$ cat config.mk
export PLATFORM = sky130hd
export DESIGN_NAME = flash_loader
export DESIGN_NICKNAME = d
export VERILOG_FILES = /design/src/rtl/flash_loader.sv
export SDC_FILE = /design/constraint.sdc
export NUM_CORES = 1
export LEC_CHECK = 0
export CAP_MARGIN = 10
export CORE_AREA = 2 2 101 103
export DETAILED_ROUTE_END_ITERATION = 16
export DIE_AREA = 0 0 103 105
export MAX_ROUTING_LAYER = met4
export PLACE_DENSITY = 0.87
export SLEW_MARGIN = 5
export SYNTH_ARGS = -nofsm -noshare
export SYNTH_HDL_FRONTEND = slang
export SYNTH_SLANG_ARGS = --single-unit
export TNS_END_PERCENT = 30
$ cat constraint.sdc
create_clock -name clk -period 2.83 [get_ports clk]
set_input_delay 0.7075 -clock clk [delete_from_list [all_inputs] [get_ports clk]]
set_output_delay 0.7075 -clock clk [all_outputs]
set_load 0.1 [all_outputs]
$ cat src/rtl/flash_loader.sv
`default_nettype none
// ============================================================================
// Module   : flash_loader
// Brief    : Length-prefixed byte stream to 32-bit flash word writer. Holds
//            the core in reset until the image is loaded. Optional trailing
//            XOR checksum byte when FLASH_LOADER_CHECKSUM_EN is defined.
// Revision : 1.0 - initial release
// ============================================================================
module flash_loader #(
    parameter int          WIDTH     = 32,
    parameter logic [31:0] BASE_ADDR = 32'h0,
    parameter int          CNT_BYTES = 2
) (
    input  logic             clk,
    input  logic             rst,
    input  logic [7:0]       in_data,
    input  logic             in_valid,
    output logic             in_ready,
    output logic [WIDTH-1:0] flash_addr,
    output logic [WIDTH-1:0] flash_data,
    output logic             flash_en,
    output logic             core_rst,
    output logic             done,
    output logic             err
);

    localparam int CW = 8 * CNT_BYTES;
    localparam int BW = (CNT_BYTES > 4) ? $clog2(CNT_BYTES) : 2;

    typedef enum logic [2:0] {
        S_HDR   = 3'd0,
        S_DATA  = 3'd1,
        S_WRITE = 3'd2,
        S_DONE  = 3'd3
`ifdef FLASH_LOADER_CHECKSUM_EN
        ,
        S_CHK   = 3'd4,
        S_ERR   = 3'd5
`endif
    } state_t;

`ifdef FLASH_LOADER_CHECKSUM_EN
    localparam state_t S_END = S_CHK;
`else
    localparam state_t S_END = S_DONE;
`endif

    state_t           state, state_n;
    logic [BW-1:0]    byte_idx, byte_idx_n;
    logic [CW-1:0]    word_idx, word_idx_n;
    logic [CW-1:0]    count, count_n;
    logic [WIDTH-1:0] word, word_n;
    logic [WIDTH-1:0] flash_addr_n, flash_data_n;
    logic [7:0]       csum, csum_n;
    logic             xfer;

    assign xfer = in_valid && in_ready;

    always_comb begin
        state_n      = state;
        byte_idx_n   = byte_idx;
        word_idx_n   = word_idx;
        count_n      = count;
        word_n       = word;
        flash_addr_n = flash_addr;
        flash_data_n = flash_data;
        csum_n       = csum;
        case (state)
            S_HDR: begin
                if (xfer) begin
                    // Shift in from the top so the first (LSB) byte lands at the bottom.
                    count_n = {in_data, count[CW-1:8]};
                    if (byte_idx == BW'(CNT_BYTES - 1)) begin
                        byte_idx_n = '0;
                        state_n    = (count_n == '0) ? S_END : S_DATA;
                    end else begin
                        byte_idx_n = byte_idx + 1'b1;
                    end
                end
            end
            S_DATA: begin
                if (xfer) begin
                    word_n = {in_data, word[WIDTH-1:8]};
                    csum_n = csum ^ in_data;
                    if (byte_idx == BW'(3)) begin
                        byte_idx_n   = '0;
                        flash_data_n = word_n;
                        flash_addr_n = WIDTH'(BASE_ADDR) + WIDTH'({word_idx, 2'b00});
                        state_n      = S_WRITE;
                    end else begin
                        byte_idx_n = byte_idx + 1'b1;
                    end
                end
            end
            S_WRITE: begin
                word_idx_n = word_idx + CW'(1);
                state_n    = (word_idx_n == count) ? S_END : S_DATA;
            end
`ifdef FLASH_LOADER_CHECKSUM_EN
            S_CHK: begin
                if (xfer) begin
                    state_n = (in_data == csum) ? S_DONE : S_ERR;
                end
            end
            S_ERR: ;
`endif
            S_DONE: ;
            default: state_n = S_HDR;
        endcase
    end

    // Outputs are registered from the next state so they change on entry.
    logic in_ready_n, done_n, err_n;
    always_comb begin
        in_ready_n = (state_n == S_HDR) || (state_n == S_DATA);
        err_n      = 1'b0;
`ifdef FLASH_LOADER_CHECKSUM_EN
        in_ready_n = in_ready_n || (state_n == S_CHK);
        err_n      = (state_n == S_ERR);
`endif
        done_n     = (state_n == S_DONE);
    end

    always_ff @(posedge clk or negedge rst) begin
        if (!rst) begin
            state      <= S_HDR;
            byte_idx   <= '0;
            word_idx   <= '0;
            count      <= '0;
            word       <= '0;
            csum       <= '0;
            in_ready   <= 1'b0;
            flash_en   <= 1'b0;
            flash_addr <= '0;
            flash_data <= '0;
            core_rst   <= 1'b1;
            done       <= 1'b0;
        end else begin
            state      <= state_n;
            byte_idx   <= byte_idx_n;
            word_idx   <= word_idx_n;
            count      <= count_n;
            word       <= word_n;
            csum       <= csum_n;
            in_ready   <= in_ready_n;
            flash_en   <= (state_n == S_WRITE);
            flash_addr <= flash_addr_n;
            flash_data <= flash_data_n;
            core_rst   <= !done_n;
            done       <= done_n;
        end
    end

`ifdef FLASH_LOADER_CHECKSUM_EN
    always_ff @(posedge clk or negedge rst) begin
        if (!rst) begin
            err <= 1'b0;
        end else begin
            err <= err_n;
        end
    end
`else
    assign err = 1'b0;
    logic unused_ok;
    assign unused_ok = &{1'b0, err_n, csum_n};
`endif

endmodule
`default_nettype wire
Yosys cells after proc, flatten, opt, wreduce, memory -nomap -nowiden
Cells that the tools add are included.
- register bits after elaboration: 121
- word-level logic and storage cells: 47
- add/sub/neg operators: 2
- eq/ne operators: 11
- multiplexer cells: 12
- reductions and logical operators: 11
- operator list (kind ; count):
    adder 16 x 1 -> 16 bit, second input constant ; 1
    == test 16 bit ; 1
    zero test 16 bit ; 1
    == test 3 x 2 -> 1 bit, second input constant ; 4
    2-to-1 mux 2 bit ; 6
    2-to-1 mux 3 bit ; 4
    case mux 3 bit (4 select lines) ; 1
    == test 3 x 1 -> 1 bit, second input constant ; 2
    zero test 3 bit ; 2
    AND reduction 3 bit ; 2
    inequality test 2 bit, second input constant ; 2
    case mux 2 bit (2 select lines) ; 1
    AND reduction 2 bit ; 2
    adder 2 x 1 -> 2 bit, second input constant ; 1
    == test 2 x 1 -> 1 bit, second input constant ; 1
    == test 2 bit, second input constant ; 1
    nonzero test 2 bit ; 1
    logical AND 1 bit ; 1
    zero test 1 bit ; 1
    logical OR 1 bit ; 1

Longest topological paths before layout
Gate-level depths: netlist of run 1.
- word-level depth: 7
- mapped depth: 8
- gate-level depth less buffers: 8

Worst setup path after synthesis of run 1
No wires, ideal clock.
- kind: flip-flop to flip-flop
- start: register in_ready
- end: register flash_addr[10]
- setup time: 0.125 ns
- data arrival time: 2.452 ns
- required time: 2.705 ns
- setup slack: 0.253 ns
- cell stages (with the launch flop): 7
- buffers on the path: 2
- cells stage by stage: dfrtp_1 nand2_1 nor3_1 and3_1 clkbuf_1 buf_2 mux2_2
- longest elaborated chain between the ends: 2
- ends and longest elaborated chain (item ; RTL line ; text):
    from (decl) ; 18 ; output logic in_ready,
    from (signal assigned) ; 145 ; in_ready <= in_ready_n;
    logical AND 1 bit ; 57 ; assign xfer = in_valid && in_ready;
    AND reduction 3 bit (no line) ; -- ;
    to (signal assigned) ; 147 ; flash_addr <= flash_addr_n;
    to (decl) ; 19 ; output logic [WIDTH-1:0] flash_addr,
No other way between the ends.
A chain may end at the register's enable or synchronous reset.

Worst setup path after layout of run 1
- start: register word_idx[0]
- end: register in_ready
- longest elaborated chain between the ends: 6
- elaborated cells on any way between the ends: 7
- classes of those cells: 1 x add/sub; 2 x eq/ne; 2 x mux; 2 x reduce/logical
- ends and longest elaborated chain (item ; RTL line ; text):
    from (decl) ; 50 ; logic [CW-1:0] word_idx, word_idx_n;
    from (signal assigned) ; 141 ; word_idx <= word_idx_n;
    adder 16 x 1 -> 16 bit (*) ; 96 ; word_idx_n = word_idx + CW'(1);
    == test 16 bit (*) ; 97 ; state_n = (word_idx_n == count) ? S_END : S_DATA;
    2-to-1 mux 2 bit (*) ; 97 ;
    case mux 3 bit (4 select lines) (*) ; 68 ; case (state)
    == test 3 x 1 -> 1 bit / zero test 3 bit (equally long branches) ; 115 ; in_ready_n = (state_n == S_HDR) || (state_n == S_DATA);
    logical OR 1 bit (*) ; 115 ;
    net in_ready_n ; 113 ; logic in_ready_n, done_n, err_n;
Mark *: on every way through the listed nets, which the timed path passes. The rest lies on a longest branch.

==> out/qor.yml, run 1 <==
route:
  ant_nets: 0
  vias: 3218
  vias_per_cell: 5.35
  drtPass1Iterations: 4
  drc: 0
  initialDrtViolationCount: 157
  wirelength_um: 9700
  wire_per_inst_um: 16.1
cells_and_area:
  area_growth_pct: 22.8
  final_nets: 470
  layoutNonFillerInstCount: 601
  final_area_mm2: 0.00625
  num_antenna_cells: 0
  layout-drive-gt1-share_pct: 39.7
synthesis:
  synth_warnings: 0
  synth_cells: 383
  synth_ff_type: "dfrtp_1"
  synth_edf_count: 0
  netlist_area_mm2: 0.00509
  seq_area_frac_synth_pct: 55.6
  avgSynthCellArea_um2: 13.3
  yosysUniqueCellTypes: 53
  yosys_register_bits: 113
  async_flop_share_pct: 100
clock_tree:
  holdBufCountCts: 0
  cts.sinks: 113
  cts_tree: "built"
  clk_pin_slew_worst_paths_ns: 0.06
  insertion_delay_ns: 0.51
  cts_resized: 0
  numCtsBuffers: 17
  root_buffer: "clkbuf_8"
  clockBufferDepth: 2
  h-tree-depth: 4
  postCtsSetupBuffers: 0
setup_path:
  critPathRequiredTime_ns: 3.22
  critPathKind: "reg2reg"
  start_kind: "register"
  path_max_fanout: 7
  r2r_start: "word_idx[0]"
  ff2ff_path_depth: 7
  worst_setup_path_end_kind: "register"
  startpoint: "word_idx[0]"
  arrival_ns: 2.80
power_and_ir_drop:
  ir_drop_mv: 0.681
  power.density_mw_per_mm2: 889
  report.power.total_mw: 5.56
  power.leakage_nw: 2.98
place:
  place_inst: 569
  place_ws_ns: 0.252
  gp_congestion: 0.969
  place_area_mm2: 0.00566
  dpl.hpwl_um: 6710
  io_buffers: 62
die:
  fp-row-count: 36
  start_util_pct: 52.8
  core_area_mm2: 0.00964
  dieArea_mm2: 0.0108
  fp.dieH_um: 105
  ios: 80
  die_w_um: 103
grt:
  antenna_found_initial: 0
  first_global_vias: 3229
  overflow: 0
  grt_pass1_wl_um: 16300
  gr-usage-all-layers_pct: 20.2
  grt_max_degree: 42
timing:
  finalCriticalPeriod_ns: 2.40
  hold_violations: 0
  fmaxAchievable_mhz: 416
  fin_ws_ns: 0.428
  finalClockSkew_ns: 0.00923
  tns_ns: 0
  slew_viol_final: 0
  setup_violations: 0
  rsz0062_at_grt: "no"
  fin_crit_sh_pct: 84.9
min_path:
  hp-class: "in2async"
status:
  status: "finished clean"
flow_run:
  drv_cap: 0
-- sequential cells by signal, summed over array words and instances, names as in the netlist --
name and count:
done 1, byte_idx 2, word_idx 16, state 3, count 16, flash_en 1, flash_data 32, word 24
core_rst 1, in_ready 1, flash_addr 16
-- cell usage in the layout (no fill, tap or decap), drive strengths merged, types with 2 or more instances in the layout --
cell type / instances
dfrtp: 112
mux2: 88
buf: 64
clkbuf: 21
conb: 18
xor2: 17
xnor2: 15
nor2: 15
nand2: 13
clkdlybuf4s50: 9
nand4: 8
nand3: 8
nor3: 7
inv: 6
clkinvlp: 6
o21ai: 5
nor4: 5
a21oi: 4
ha: 4
clkinv: 3
and3: 3
a41oi: 2
nand3b: 2
mux2i: 2
a22oi: 2
or3: 2
o21a: 2
and2: 2
bufinv: 2
a2111oi: 2
-- worst paths after layout --
path                                  endpoint  slack [ns]
min in group clk                 flash_data[2]        0.50
worst max-delay path                  in_ready        0.43
max in group asynchronous       flash_data[26]        2.04
worst max register to register        in_ready        0.43
worst min register to register   flash_data[2]        0.50
worst min-delay path              word_idx[10]        0.17
-- stage by stage --
step           util [%]  hold slack, ns
3_3_place_gp       58.7           0.484
6_report           64.9           0.166
5_1_grt            64.9           0.193
3_5_place_dp       58.7           0.493
4_1_cts            64.9           0.170
2_1_floorplan         -           0.412
-- routing by layer --
| metal | vias up | GRT usage [%] | part of all wire (%) |
|---|---|---|---|
| li1 | 1473 | - | - |
| met1 | 1604 | 26.2 | 43 |
| met2 | 127 | 30.0 | 50 |
| met3 | 14 | 6.49 | 6.0 |
| met4 | 0 | 6.95 | 1.3 |
| met5 | - | - | 0 |
-- synth_stat cells (all sizes together), types with 2 or more instances --
| master | n | share of area [%] |
|---|---|---|
| and2 | 2 | 0.25 |
| nand3 | 8 | 0.88 |
| or3 | 2 | 0.25 |
| o21a | 2 | 0.29 |
| nor2 | 15 | 1.2 |
| a2111oi | 2 | 0.74 |
| o21ai | 5 | 0.49 |
| a22oi | 2 | 0.29 |
| xnor2 | 15 | 2.6 |
| a41oi | 2 | 0.34 |
| ha | 4 | 0.98 |
| nor4 | 5 | 0.91 |
| nand4 | 8 | 0.98 |
| nand3b | 2 | 0.29 |
| nor3 | 7 | 0.69 |
| buf | 34 | 4.8 |
| dfrtp | 112 | 55 |
| mux2i | 2 | 0.39 |
| inv | 6 | 0.44 |
| xor2 | 17 | 2.9 |
| nand2 | 13 | 0.96 |
| clkbuf | 3 | 0.22 |
| and3 | 3 | 0.47 |
| a21oi | 4 | 0.39 |
| mux2 | 88 | 19 |
-- where the power goes --
| group | internal, mW | total, mW | switching (mW) |
|---|---|---|---|
| Sequential | 1.91 | 2.15 | 0.236 |
| Clock | 1.32 | 2.05 | 0.729 |
| Combinational | 0.423 | 1.36 | 0.935 |
| Total | 3.66 | 5.56 | 1.90 |
-- layout make-up --
cell class	instances	area, um^2
clock buffers	21	459
clock inverters	11	131
fillers	722	3390
inverters	6	22.5
multi-input cells	244	2050
flip-flops and latches	113	2830
well taps	133	166
repair buffers	73	596
-- cells by family after synthesis --
kind of cell,count (synthesis),share of synthesized area [%]
simple gates,72,8.04
flops,113,55.6
buf+inv,43,5.46
mux,90,19.9
other cells,1,0.0737
compound gates,27,4.33
fa+ha+maj,5,1.18
xor+xnor,32,5.51
-- worst max-delay path, cell delays in order, from the launching register on --
cell	delay [ns]
dfrtp_1	0.46
ha_1	0.32
nand4_1	0.15
a2111oi_1	0.39
nand2_1	0.16
a2111oi_4	0.36
o2111ai_2	0.23
and2_1	0.21
Power figures use the tool's default switching activity.
==> run 2: changes to the inputs <==
- CORE_AREA: 2 2 101 103 -> 2 2 106 108
- DIE_AREA: 0 0 103 105 -> 0 0 108 110
- PLACE_DENSITY: 0.87 -> 0.84
- clock period: 2.83 -> 2.06 ns (I/O delays scaled with it)
==> out/qor.yml, run 2 (same netlist as run 1, synthesis figures left out) <==
flow_run:
  drv_cap: 0
cells_and_area:
  largest_reg_flops: 32
  layout-drive-gt1-share_pct: 47.9
  fin_util_pct: 63.8
  area_growth_pct: 34.1
  reg.largest.list: "flash_data (32), word (24)"
  layout_common_cells: "dfrtp_1, buf_4, mux2_2"
  final_nets: 511
  final_area_mm2: 0.00683
  final_common_cell: "dfrtp_1"
  fillers: 746
  regMostFlops: "flash_data"
  num_antenna_cells: 0
die:
  fp.dieH_um: 110
  fp-row-count: 38
  core_area_mm2: 0.0107
  dieArea_mm2: 0.0119
  start_util_pct: 47.6
  die_w_um: 108
  ios: 80
setup_path:
  arrival_ns: 2.53
  critPathRequiredTime_ns: 2.47
  start_kind: "register"
  path_max_fanout: 5
  worst_setup_path_end_kind: "register"
  critPathKind: "reg2reg"
grt:
  overflow: 0
  grt_pass1_wl_um: 18500
  grt_max_degree: 63
  antenna_found_initial: 0
  gr-usage-all-layers_pct: 21.4
  first_global_vias: 3535
place:
  gp_congestion: 0.915
  place_ws_ns: -0.347
  io_buffers: 62
  dpl.hpwl_um: 7680
  place_area_mm2: 0.00616
route:
  initialDrtViolationCount: 192
  ant_nets: 0
  vias: 3448
  vias_per_cell: 5.31
  wire_per_inst_um: 17.6
  drtPass1Iterations: 4
  wirelength_um: 11400
  drc: 0
clock_tree:
  h-tree-depth: 4
  insertion_delay_ns: 0.52
  cts.sinks: 113
  numCtsBuffers: 17
  clk_pin_slew_worst_paths_ns: 0.06
  cts_tree: "built"
  clockBufferDepth: 2
  root_buffer: "clkbuf_8"
timing:
  finalCriticalPeriod_ns: 2.12
  hold_violations: 0
  tns_ns: -0.166
  fin_ws_ns: -0.0640
  fin_crit_sh_pct: 103
  setup_violations: 4
  finalClockSkew_ns: 0.00754
  fmaxAchievable_mhz: 471
  rsz0062_at_grt: "yes"
  slew_viol_final: 0
status:
  violations: "negative setup slack"
  status: "complete, but fails checks"
min_path:
  hp-class: "in2async"
power_and_ir_drop:
  power.density_mw_per_mm2: 1140
  ir_drop_mv: 0.813
  power.leakage_nw: 3.24
  report.power.total_mw: 7.79
[run 2: through the flow]
stage	instances	hold slack (ns)
floorplan	400	0.219
global placement	613	0.369
detailed placement	613	0.372
CTS	648	0.366
global route	649	0.388
finish	649	0.382
[run 2: final timing paths]
path	cells after the start	slack, ns	endpoint	from
max	7	-0.06	in_ready	word_idx[0]
min	2	0.38	flash_addr[15]	rst
max reg2reg	7	-0.06	in_ready	word_idx[0]
min reg2reg	1	0.51	flash_data[17]	flash_data[17]
max in group asynchronous	3	1.11	in_ready	rst
min in group clk	1	0.51	flash_data[17]	flash_data[17]
[run 2: layout make-up]
| type | instances | area [um^2] | share of cell area [%] |
|---|---|---|---|
| inverter | 6 | 22.5 | 0.330 |
| clock buffer | 17 | 414 | 6.07 |
| timing repair buffer | 114 | 1090 | 16.0 |
| sequential | 113 | 2840 | 41.6 |
| tap | 140 | 175 | 2.57 |
| clock inverter | 15 | 150 | 2.20 |
| multi-input combinational | 244 | 2130 | 31.2 |
[run 2: repair_timing]
| action | 4_1_cts | 5_1_grt |
|---|---|---|
| hold endpoints to repair | 8 | 0 |
| hold buffers | 1 | 0 |
| setup endpoints to repair | 4 | 4 |
| pin swaps | 6 | 2 |
| gates resized for setup | 8 | 8 |
| buffers inserted | 2 | 1 |
| gates cloned | 0 | 0 |
[run 2: routing by layer]
metal	share of wire, %	track usage [%]	vias up
met5	0	-	-
met4	1.7	7.60	0
met3	6.5	6.41	21
li1	-	-	1556
met2	51	34.7	120
met1	41	25.5	1751
[run 2: power breakdown]
| group | total [mW] | leakage (nW) | switching [mW] | internal [mW] |
|---|---|---|---|---|
| registers | 2.95 | 1.49 | 0.326 | 2.63 |
| clock network | 2.78 | 0.277 | 1.14 | 1.64 |
| logic | 2.06 | 1.48 | 1.38 | 0.688 |
[run 2: worst max-delay path: stages, from the launching register on]
cell	delay [ns]
dfrtp_2	0.42
ha_4	0.17
and4_4	0.19
and3_4	0.20
a211o_1	0.29
a2111oi_4	0.31
o2111ai_2	0.23
and2_1	0.21
